===== src/rtl/ro_pair_cmp.sv =====
// ro_pair_cmp: compares the rising-edge counts of two ring oscillators
// over a fixed gate window and produces one PUF response bit.
// Both RO inputs are synchronised into clk, their rising edges are counted
// during the gate window, and the two counts are compared. A start/done
// handshake triggers a measurement.
// Optional feature macro: RO_RAW_CNT_EN adds the cnt_a/cnt_b readout ports.
module ro_pair_cmp #(
  parameter int WINDOW_CYCLES = 4096,
  parameter int CNT_W         = 16,
  parameter int SYNC_STAGES   = 2
) (
  input  logic             clk,
  input  logic             rst,
  input  logic             start,
  input  logic             ro_a,
  input  logic             ro_b,
  output logic             busy,
  output logic             done,
  output logic             resp,
  output logic             tie
`ifdef RO_RAW_CNT_EN
  ,
  output logic [CNT_W-1:0] cnt_a,
  output logic [CNT_W-1:0] cnt_b
`endif
);

  localparam int WIN_W = $clog2(WINDOW_CYCLES + 1);
  localparam int FL_W  = $clog2(SYNC_STAGES + 1);

  localparam logic [WIN_W-1:0] WIN_LAST = WIN_W'(WINDOW_CYCLES - 1);
  localparam logic [WIN_W-1:0] WIN_ONE  = WIN_W'(1);
  localparam logic [FL_W-1:0]  FL_LAST  = FL_W'(SYNC_STAGES);
  localparam logic [FL_W-1:0]  FL_ONE   = FL_W'(1);
  localparam logic [CNT_W-1:0] CNT_MAX  = {CNT_W{1'b1}};
  localparam logic [CNT_W-1:0] CNT_ONE  = CNT_W'(1);

  typedef enum logic [2:0] {
    S_IDLE,
    S_FLUSH,
    S_COUNT,
    S_COMPARE,
    S_DONE
  } state_t;

  state_t state_reg, state_next;

  logic [WIN_W-1:0] win_cnt_reg;
  logic [FL_W-1:0]  flush_cnt_reg;
  logic             resp_reg;
  logic             tie_reg;

  logic [1:0]       ro_in;
  logic [1:0]       edge_det;
  logic [CNT_W-1:0] cnt_val [2];
  logic             clear_cnt;

  assign ro_in     = {ro_b, ro_a};
  // Accepting a start is the single point where a new measurement begins.
  assign clear_cnt = (state_reg == S_IDLE) && start;

  // Per-oscillator channel: synchroniser, rising-edge detector, saturating counter.
  for (genvar gi = 0; gi < 2; gi++) begin : g_chan
    (* ASYNC_REG = "TRUE", dont_touch = "true" *) logic [SYNC_STAGES-1:0] sync_reg;
    logic             prev_reg;
    logic [CNT_W-1:0] cnt_reg;

    // Shift the asynchronous RO level through the synchroniser, then keep
    // one extra flop of history for edge detection.
    always_ff @(posedge clk) begin
      if (rst) begin
        sync_reg <= '0;
        prev_reg <= 1'b0;
      end else begin
        sync_reg <= {sync_reg[SYNC_STAGES-2:0], ro_in[gi]};
        prev_reg <= sync_reg[SYNC_STAGES-1];
      end
    end

    assign edge_det[gi] = sync_reg[SYNC_STAGES-1] & ~prev_reg;

    // Count synced rising edges only inside the gate window; stick at max.
    always_ff @(posedge clk) begin
      if (rst) begin
        cnt_reg <= '0;
      end else if (clear_cnt) begin
        cnt_reg <= '0;
      end else if ((state_reg == S_COUNT) && edge_det[gi] && (cnt_reg != CNT_MAX)) begin
        cnt_reg <= cnt_reg + CNT_ONE;
      end
    end

    assign cnt_val[gi] = cnt_reg;
  end

  // State register.
  always_ff @(posedge clk) begin
    if (rst) begin
      state_reg <= S_IDLE;
    end else begin
      state_reg <= state_next;
    end
  end

  // Next-state logic and handshake outputs decoded from the current state.
  always_comb begin
    state_next = state_reg;
    busy       = 1'b0;
    done       = 1'b0;
    case (state_reg)
      S_IDLE: begin
        if (start) begin
          state_next = S_FLUSH;
        end
      end
      S_FLUSH: begin
        busy = 1'b1;
        if (flush_cnt_reg == FL_LAST) begin
          state_next = S_COUNT;
        end
      end
      S_COUNT: begin
        busy = 1'b1;
        if (win_cnt_reg == WIN_LAST) begin
          state_next = S_COMPARE;
        end
      end
      S_COMPARE: begin
        busy       = 1'b1;
        state_next = S_DONE;
      end
      S_DONE: begin
        done       = 1'b1;
        state_next = S_IDLE;
      end
      default: begin
        state_next = S_IDLE;
      end
    endcase
  end

  // Flush/window timers and the registered comparison result.
  // The window counter is one bit wider than strictly needed so the final
  // increment past WINDOW_CYCLES-1 never wraps into a misleading value.
  always_ff @(posedge clk) begin
    if (rst) begin
      win_cnt_reg   <= '0;
      flush_cnt_reg <= '0;
      resp_reg      <= 1'b0;
      tie_reg       <= 1'b0;
    end else if (clear_cnt) begin
      win_cnt_reg   <= '0;
      flush_cnt_reg <= '0;
    end else begin
      if (state_reg == S_FLUSH) begin
        flush_cnt_reg <= flush_cnt_reg + FL_ONE;
      end
      if (state_reg == S_COUNT) begin
        win_cnt_reg <= win_cnt_reg + WIN_ONE;
      end
      if (state_reg == S_COMPARE) begin
        resp_reg <= (cnt_val[0] > cnt_val[1]);
        tie_reg  <= (cnt_val[0] == cnt_val[1]);
      end
    end
  end

  assign resp = resp_reg;
  assign tie  = tie_reg;

`ifdef RO_RAW_CNT_EN
  logic [CNT_W-1:0] cnt_a_reg;
  logic [CNT_W-1:0] cnt_b_reg;

  // Raw counts captured together with resp/tie for characterisation readout.
  always_ff @(posedge clk) begin
    if (rst) begin
      cnt_a_reg <= '0;
      cnt_b_reg <= '0;
    end else if (state_reg == S_COMPARE) begin
      cnt_a_reg <= cnt_val[0];
      cnt_b_reg <= cnt_val[1];
    end
  end

  assign cnt_a = cnt_a_reg;
  assign cnt_b = cnt_b_reg;
`endif

endmodule


===== config.mk =====
export PLATFORM = sky130hd
export DESIGN_NAME = ro_pair_cmp
export DESIGN_NICKNAME = d
export VERILOG_FILES = /design/src/rtl/ro_pair_cmp.sv
export SDC_FILE = /design/constraint.sdc
export NUM_CORES = 1
export LEC_CHECK = 0
export CORE_ASPECT_RATIO = 0.75
export CORE_MARGIN = 4
export CORE_UTILIZATION = 52
export CTS_CLUSTER_DIAMETER = 60
export DETAILED_ROUTE_END_ITERATION = 16
export PLACE_DENSITY = 0.69
export REMOVE_ABC_BUFFERS = 1
export SETUP_SLACK_MARGIN = 0.1
export SYNTH_ARGS = -nofsm -noshare
export SYNTH_HDL_FRONTEND = slang
export SYNTH_SLANG_ARGS = --single-unit

===== constraint.sdc =====
create_clock -name clk -period 3.5 [get_ports clk]
set_clock_uncertainty 0.15 [all_clocks]
set_input_delay 0.525 -clock clk [delete_from_list [all_inputs] [get_ports clk]]
set_output_delay 0.525 -clock clk [all_outputs]
set_load 0.05 [all_outputs]

# After elaboration in Yosys (flattened, before gate mapping)
# Cells that the tools add are included.
[word_totals]
wordCells = 49
out_inout_bits = 4
reg_bits = 58
input_bits = 5
[classes]
muxes = 6
addsub = 4
n_bitwise = 5
reduce_logical = 10
eq_ne = 12
order_cmp = 1
[ops]
columns = ["op", "n"]
rows = [
  ["16-bit by 1-bit adder with 16-bit output, second input constant", 2],
  ["16-bit inequality test, second input constant", 2],
  ["16-bit equality test", 1],
  ["16-bit > comparator", 1],
  ["13-bit by 1-bit adder with 13-bit output, second input constant", 1],
  ["13-bit by 12-bit equality test with 1-bit output, second input constant", 1],
  ["3-bit case mux with 4 select lines", 1],
  ["3-bit two-way mux", 3],
  ["3-bit by 2-bit equality test with 1-bit output, second input constant", 2],
  ["1-bit logical AND", 5],
  ["2-bit inequality test, second input constant", 2],
  ["3-bit by 1-bit equality test with 1-bit output, second input constant", 1],
  ["3-bit equality test, second input constant", 1],
  ["3-bit zero test", 1],
  ["1-bit NOT", 3],
  ["3-bit AND reduction", 1],
  ["3-bit OR reduction", 1],
  ["2-bit by 1-bit adder with 2-bit output, second input constant", 1],
  ["1-bit AND", 2],
  ["2-bit equality test, second input constant", 1],
  ["1-bit two-way mux", 2],
  ["2-bit by 1-bit inequality test with 1-bit output, second input constant", 1],
  ["2-bit AND reduction", 1],
  ["2-bit OR reduction", 1],
]

# Depth between registers and ports, before layout
# Gate-level depths: netlist (run 1).
[logic_depth]
ltp_word = 4
mapped_depth = 7
ltp_nobuf = 6

# Worst setup path before layout (run 1)
# OpenSTA, ideal clock, no wires.
[synth_timing]
path_kind = "register to register"
startpoint = "reg state_reg[0]"
endpoint = "reg g_chan[1].cnt_reg[9]"
slack_ns = 1.522
setup_ns = 0.121
period_less_slack_ns = 1.978
path_stages_with_launch = 6
path_buffers = 1
arrival_ns = 1.707
t_required_ns = 3.229
cell_sequence = "dfxtp_1 > buf_4 > nor3b_4 > nand4_1 > nor4_1 > mux2_2"
[synth_via]
elab_chain_cells = 3
elab_cells_between_ends = 6
classes_between = "eq/ne: 1; reduce/logical: 5"
[synth_lines]
columns = ["element", "line", "source"]
rows = [
  ["from (decl)", "46", "state_t state_reg, state_next;"],
  ["from (signal assigned)", "101", "state_reg <= state_next;"],
  ["3-bit by 2-bit equality test with 1-bit output or 3-bit zero test (tied branches)", "88, 60", ""],
  ["1-bit logical AND (on tied branches)", "88, 60", ""],
  ["1-bit logical AND or 2-bit OR reduction (tied branches)", "--", ""],
  ["to (signal assigned)", "89", "cnt_reg <= cnt_reg + CNT_ONE;"],
  ["to (decl)", "66", "logic [CNT_W-1:0] cnt_reg;"],
]
# Parallel ways exist; a longest one is shown, timed or not.
# A chain may end at the register's enable or synchronous reset.

# Final worst setup path (run 1)
[layout_timing]
startpoint = "reg state_reg[0]"
endpoint = "out busy"
[layout_via]
elab_chain_cells = 3
elab_cells_between_ends = 5
classes_between = "eq/ne: 3; mux: 1; reduce/logical: 1"
[layout_lines]
columns = ["element", "line", "source"]
rows = [
  ["3-bit by 2-bit equality test with 1-bit output or 3-bit by 1-bit equality test with 1-bit output (tied branches)", "110", "case (state_reg)"],
  ["3-bit OR reduction (no source line) (*)", "--", ""],
  ["1-bit two-way mux (*)", "110", ""],
  ["to (decl)", "17", "output logic busy,"],
]
# Mark *: on every way between the ends. The rest lies on a longest branch, timed or not.

==> results of run 1 <==
synthesized netlist by cell type, types with 2 or more instances:
cell      count
o211ai_1      2
nor3_1        3
a211oi_1      5
nand3_1      20
xor2_1        7
a21oi_1      26
o21a_1        2
nand4_1      19
and4_1        5
a311oi_1      2
o31ai_1      12
nor2b_1      10
and2_1        4
or4_1        13
o41ai_1       3
o311ai_0      2
mux2i_1      14
o21ai_0       6
dfxtp_1      58
inv_1        23
xnor2_1       4
buf_2         7
clkbuf_1      7
ha_1         20
a2111o_1      3
mux2_2        2
nor4_1       10
nand2_1      38
or3_1        13
and3_1        5
nor2_1       23
metal layers:
| metal | GRT usage, % | routed length (microns) |
|---|---|---|
| met1 | 28.8 | 3630 |
| met2 | 27.4 | 3030 |
| met3 | 5.86 | 450 |
| met4 | 5.32 | 77 |
| met5 | 0 | 0 |
critical path: stages (launching register included):
cell,delay (ns)
dfxtp_1,0.60
nor2_1,0.12
nor2_1,0.11
clkdlybuf4s50_1,0.81
cell families after synthesis:
kind of cell / count (synthesis) / synth area share, %
xor+xnor: 11 / 2.96
simple gates: 172 / 29.5
compound gates: 69 / 14.3
fa+ha+maj: 20 / 7.70
buf+inv: 38 / 4.77
flops: 58 / 35.7
mux: 16 / 5.01
power by group through the flow:
stage | Combinational (mW) | Sequential (mW) | Clock, mW
after floorplan | 0.0426 | 0.687 | 0
after global placement | 0.0676 | 0.688 | 0
after detailed placement | 0.0695 | 0.688 | 0
after CTS | 0.0697 | 0.673 | 0.628
after global routing | 0.0776 | 0.674 | 0.661
final | 0.0691 | 0.673 | 0.617
how the worst max path moves through the flow:
| stage | from | cells after the start | end |
|---|---|---|---|
| after CTS | state_reg[0] | 3 | busy |
| after global placement | start | 5 | g_chan[1].cnt_reg[13] |
| final | state_reg[0] | 3 | busy |
| after global routing | state_reg[0] | 3 | busy |
| after detailed placement | start | 5 | g_chan[1].cnt_reg[9] |
| after floorplan | state_reg[1] | 4 | g_chan[1].cnt_reg[9] |
area by class of cell:
type                            count  area share [%]
Tap cell                           78            2.71
Multi-Input combinational cell    288            53.7
Timing Repair Buffer               14            3.48
Sequential cell                    58            32.3
Inverter                           23            2.40
Clock buffer                       11            3.93
Clock inverter                      5            1.50
layout by cell type, fill, tap and decap left out, types with 5 or more instances in the layout:
master / n
clkbuf_8: 10
xor2_1: 7
inv_1: 23
or3_1: 13
nor2_1: 23
or4_1: 13
nand4_1: 19
and4_1: 5
a211oi_1: 5
o21ai_0: 6
ha_1: 20
and3_1: 5
mux2i_1: 14
nand3_1: 20
o31ai_1: 12
clkdlybuf4s50_1: 8
nand2_1: 38
nor2b_1: 10
dfxtp_1: 58
a21oi_1: 26
nor4_1: 10
buf_4: 6
stage by stage:
step / cell area [sq um] / utilization [%] / total power, mW
3_5_place_dp: 3400 / 57.2 / 0.758
2_1_floorplan: 3180 / - / 0.729
4_1_cts: 3600 / 60.5 / 1.37
3_3_place_gp: 3400 / 57.2 / 0.755
5_1_grt: 3600 / 60.5 / 1.41
6_report: 3600 / 60.5 / 1.36
==> results.md, run 1 <==
- Status: complete, no violations
- Area contributors post-synth: dfxtp_1 36%, ha_1 7.7%, nand2_1 4.4%
- Pwr/cell area: 378 mW/mm^2
- Worst r2r src: state_reg[1]
- Switching Fraction: 23.6%
- Layout fillers: 522
- Post-CTS Setup Repair Bufs: 0
- Leakage: 1.21 nW
- Worst Tran Pin Value: 0.767 ns
- PortBufs: 8
- Num CTS Buffers: 9
- Setup CP Type: reg2out
- Share of the synthesized area in the top cell type: 35.7%
- Clock network fraction of design power: 45.4%
- Max_cap viols: 0
- Via/cell ratio: 5.99
- Clk sink count: 58
- Clock buffer depth: 2
- Core area: 0.00595 sq mm
- Sw power: 0.320 mW
- Max-Slew Margin vs Limit: 48.4%
- VDD IR max: 0.265 mV
- Worst R2R Setup Slack: 1.05 ns
- Boundary pin count: 9
- Initial DRC count: 196
- CTS Root Cell: clkbuf_8
- Cells after DPL: 461
- Sequential power share: 49.5%
- #FFs+latches synth: 58
- Synth Warn #: 0
- Final period util: 75.9%
- DRC: 0
- Primary FF master, synth: dfxtp_1
- RSZ-0062 raised after global routing: false
- Tot GR Track Use: 19.6%
- Vias post-DR: 2,859
- Share of cells above drive strength 1: 7.27%
- Worst Hold Class: reg2reg
- Number of gates resized after cts: 0
- Die Ht: 76.5 microns
- First-pass GRT wire length: 12,000 microns
- Min Hold Slack: 0.287 ns
- Library cells used by synthesis: 47
- Vias in the first global route: 2,473
- GR Overflow Total: 0
- P_int: 1.04 mW
- Post-DP HPWL: 5140 microns
- Arr. time, crit path: 1.98 ns
- R2r worst-path depth: 4
- Post-Place Worst Slack: 0.717 ns
- # hold bufs at CTS: 0
- Multi-input logic area: 0.00193 sq mm
- Initial Utilization: 54.7%
- Post-route worst setup slack: 0.844 ns
- Worst Hold End: g_chan[1].sync_reg[1]
- Logic gate share of total power: 5.1%
- Die area: 0.00759 sq mm
- Post-layout min period: 2.66 ns
- # diodes: 0
- Area grow syn2layout: 10.7%
- FF-to-FF End: g_chan[1].cnt_reg[9]
- Avg Cell Area, Syn: 8.46 sq um
- Avg WL per Cell: 15.1 microns
- CP required: 2.82 ns
- Yosys top cell by area: dfxtp_1
- Layout net count: 419
- Async SR Flop Fraction: 0%
- Post-Synthesis Cells: 384
- Max reg flops: 32
- CTS tree: built
- # setup viols final: 0
- Hold depth: 1
- Final Hold Vio Count: 0
- Row cnt: 24
- Startpoint Class: flip-flop
- Cell Count, Final, Fillers Out: 477
- Clock latency on the worst-skew pair: 0.34 ns
- Post-DRT Antenna Nets: 0
- Fmax: 377 MHz
- FF/Latch Area: 0.00116 sq mm
- Largest net degree at the start of global routing: 27
- Total wire length: 7190 microns
- EDFF count, synth: 0
- Sequential-to-total area share from yosys stat: 35.7%
- H-tree Lvls: 3
- Fin. max-slew vios: 0
- Initial antenna violation count: 0
- Mapped Area: 0.00325 sq mm
- HP Start: g_chan[1].sync_reg[0]
- Clock Pin Slew Worst Setup and Hold Paths: 0.07 ns
- Post-route setup TNS: 0 ns
- Placer congestion estimate: 0.826
- Die Wd: 99.3 microns
- DR pass1 iterations: 5
- Critical path capture point type: primary output
- CP Max Fanout: 12
(Power assumes the default switching activity.)
==> run 2: changes to the inputs <==
--- a/config.mk
+++ b/config.mk
@@ -10,7 +10,7 @@
 export CORE_UTILIZATION = 52
 export CTS_CLUSTER_DIAMETER = 60
 export DETAILED_ROUTE_END_ITERATION = 16
-export PLACE_DENSITY = 0.69
+export PLACE_DENSITY = 0.72
 export REMOVE_ABC_BUFFERS = 1
 export SETUP_SLACK_MARGIN = 0.1
 export SYNTH_ARGS = -nofsm -noshare
==> constraint.sdc (replaced) <==
create_clock -name clk -period 2.2 [get_ports clk]
set_clock_uncertainty 0.15 [all_clocks]
set_input_delay 0.33 -clock clk [delete_from_list [all_inputs] [get_ports clk]]
set_output_delay 0.33 -clock clk [all_outputs]
set_load 0.05 [all_outputs]
==> results.md, run 2 (synthesized netlist as in run 1, its figures left out) <==
- Status: complete, no violations (unchanged)
- CTS tree: built (unchanged)
- PortBufs: 8 (unchanged)
- GR Overflow Total: 0 (unchanged)
- Area grow syn2layout: 16.8% (was 10.7%)
- DRC: 0 (unchanged)
- Pwr/cell area: 578 mW/mm^2 (was 378 mW/mm^2)
- CP required: 1.72 ns (was 2.82 ns)
- CP max stage cell: clkdlybuf4s50_1 (unchanged)
- Critical Path, Cell by Cell: clkdlybuf4s50_1 (was nor2_1, nor2_1, clkdlybuf4s50_1)
- Setup CP Type: reg2out (unchanged)
- Critical path capture point type: primary output (unchanged)
- Crit path max-delay family: buffers and inverters (unchanged)
- RSZ-0062 raised after global routing: false (unchanged)
- Arr. time, crit path: 1.57 ns (was 1.98 ns)
- Cells after DPL: 480 (was 461)
- Worst Hold Class: reg2reg (unchanged)
- Cell Count, Final, Fillers Out: 500 (was 477)
- Min Hold Slack: 0.288 ns (was 0.287 ns)
- Clk sink count: 58 (unchanged)
- Avg WL per Cell: 14.6 microns (was 15.1 microns)
- Num CTS Buffers: 9 (unchanged)
- Post-DRT Antenna Nets: 0 (unchanged)
- Leakage: 1.34 nW (was 1.21 nW)
- Buf+Inv Stages, Crit Path: 1 (unchanged)
- Final Hold Vio Count: 0 (unchanged)
- Max reg flops: 32 (unchanged)
- Most frequent cells in the layout: 50 x dfxtp_1, 38 x nand2_1, 31 x buf_4 (was 58 x dfxtp_1, 38 x nand2_1, 26 x a21oi_1)
- Initial DRC count: 274 (was 196)
- Initial antenna violation count: 0 (unchanged)
- Vias post-DR: 2,964 (was 2,859)
- Fin. max-slew vios: 0 (unchanged)
- Post-DP HPWL: 5440 microns (was 5140 microns)
- Worst path depth: 1 (was 3)
- R2r worst-path depth: 5 (was 4)
- Hold depth: 1 (unchanged)
- Tot GR Track Use: 19.5% (was 19.6%)
- Clock Pin Slew Worst Setup and Hold Paths: 0.07 ns (about the same)
- Die Ht: 76.5 microns (unchanged)
- First-pass GRT wire length: 12,100 microns (was 12,000 microns)
- VDD IR max: 0.399 mV (was 0.265 mV)
- # hold bufs at CTS: 0 (unchanged)
- Commonest non-fill, non-tap cell in the layout: dfxtp_1 (unchanged)
- Share of cells above drive strength 1: 15.2% (was 7.27%)
- Clock buffer depth: 2 (unchanged)
- Total wire length: 7320 microns (was 7190 microns)
- Die area: 0.00759 sq mm (unchanged)
- Worst R2R Setup Slack: 0.16 ns (was 1.05 ns)
- # setup viols final: 0 (unchanged)
- Post-route setup TNS: 0 ns (unchanged)
- Max incr delay on CP: 0.83 ns (was 0.81 ns)
- Max_cap viols: 0 (unchanged)
- Clock latency on the worst-skew pair: 0.34 ns (about the same)
- Max-Slew Margin vs Limit: 66.7% (was 48.4%)
- Die Wd: 99.3 microns (unchanged)
- Layout net count: 442 (was 419)
- Worst Hold End: g_chan[0].sync_reg[1] (was g_chan[1].sync_reg[1])
- Largest net degree at the start of global routing: 19 (was 27)
- Post-layout min period: 2.05 ns
- FF-to-FF End: tie (was g_chan[1].cnt_reg[9])
- Worst r2r src: g_chan[1].cnt_reg[13] (was state_reg[1])
- Core area: 0.00595 sq mm (unchanged)
- Initial Utilization: 54.7% (unchanged)
- Layout fillers: 498 (was 522)
- Startpoint Class: flip-flop (unchanged)
- Row cnt: 24 (unchanged)
- Worst Tran Pin Value: 0.498 ns (was 0.767 ns)
- H-tree Lvls: 3 (unchanged)
- Fin util: 63.8% (was 60.5%)
- Boundary pin count: 9 (unchanged)
- Final period util: 93.1%
- DR pass1 iterations: 5 (unchanged)
- Vias in the first global route: 2,505 (was 2,473)
- CTS Root Cell: clkbuf_8 (unchanged)
- # diodes: 0 (unchanged)
- Fmax: 488 MHz
- HP Start: g_chan[0].sync_reg[0] (was g_chan[1].sync_reg[0])
- Via/cell ratio: 5.93 (was 5.99)
- CP Max Fanout: 3 (was 12)
- Placer congestion estimate: 0.885 (was 0.826)
## run 2: cell count changes in the layout (fill, tap and decap cells not counted), moves of 2 or more
| cell | delta |
|---|---|
| buf_4 | +25 |
| clkdlybuf4s50_1 | -2 |
| dfxtp_1 | -8 |
| dfxtp_2 | +8 |
## run 2: final cells by class
class / instances / area, sq um / area share, %
repair buffers: 37 / 293 / 7.71
flip-flops and latches: 58 / 1170 / 30.9
clock buffers: 11 / 141 / 3.72
inverters: 23 / 86.3 / 2.27
clock inverters: 5 / 53.8 / 1.42
multi-input cells: 288 / 1950 / 51.5
well taps: 78 / 97.6 / 2.57
## run 2: worst max path at each step
stage	startpoint	end	slack, ns
detailed placement	start	flush_cnt_reg[1]	-0.03
global route	state_reg[1]	win_cnt_reg[12]	0.11
floorplan	state_reg[1]	g_chan[1].cnt_reg[9]	-0.04
finish	resp	resp	0.15
global placement	start	flush_cnt_reg[1]	0.009
CTS	g_chan[1].cnt_reg[14]	tie	0.12
## run 2: routing by layer
metal	global-route usage [%]	vias up	share of wire [%]
met5	0	-	0
met4	5.59	0	1.1
met3	5.49	9	5.6
met2	26.8	85	42
met1	29.3	1368	52
li1	-	1502	-
## run 2: power by group
group	leakage [nW]	switching [mW]	internal [mW]
clock network	0.103	0.441	0.550
registers	0.473	0.00602	1.06
logic	0.762	0.0772	0.0587
total	1.34	0.524	1.67
## run 2: timing repair
item,4_1_cts,5_1_grt
pin swaps,2,2
cloned,0,0
resized for setup,1,11
setup endpoints to repair,3,10
setup buffers,2,2
## run 2: through the flow
stage	instance area [sq um]	worst slack (ns)	total power [mW]
floorplan	3180	-0.0362	1.16
global placement	3540	0.00921	1.22
detailed placement	3540	-0.0319	1.22
CTS	3750	0.120	2.21
global route	3800	0.105	2.28
finish	3800	0.152	2.19
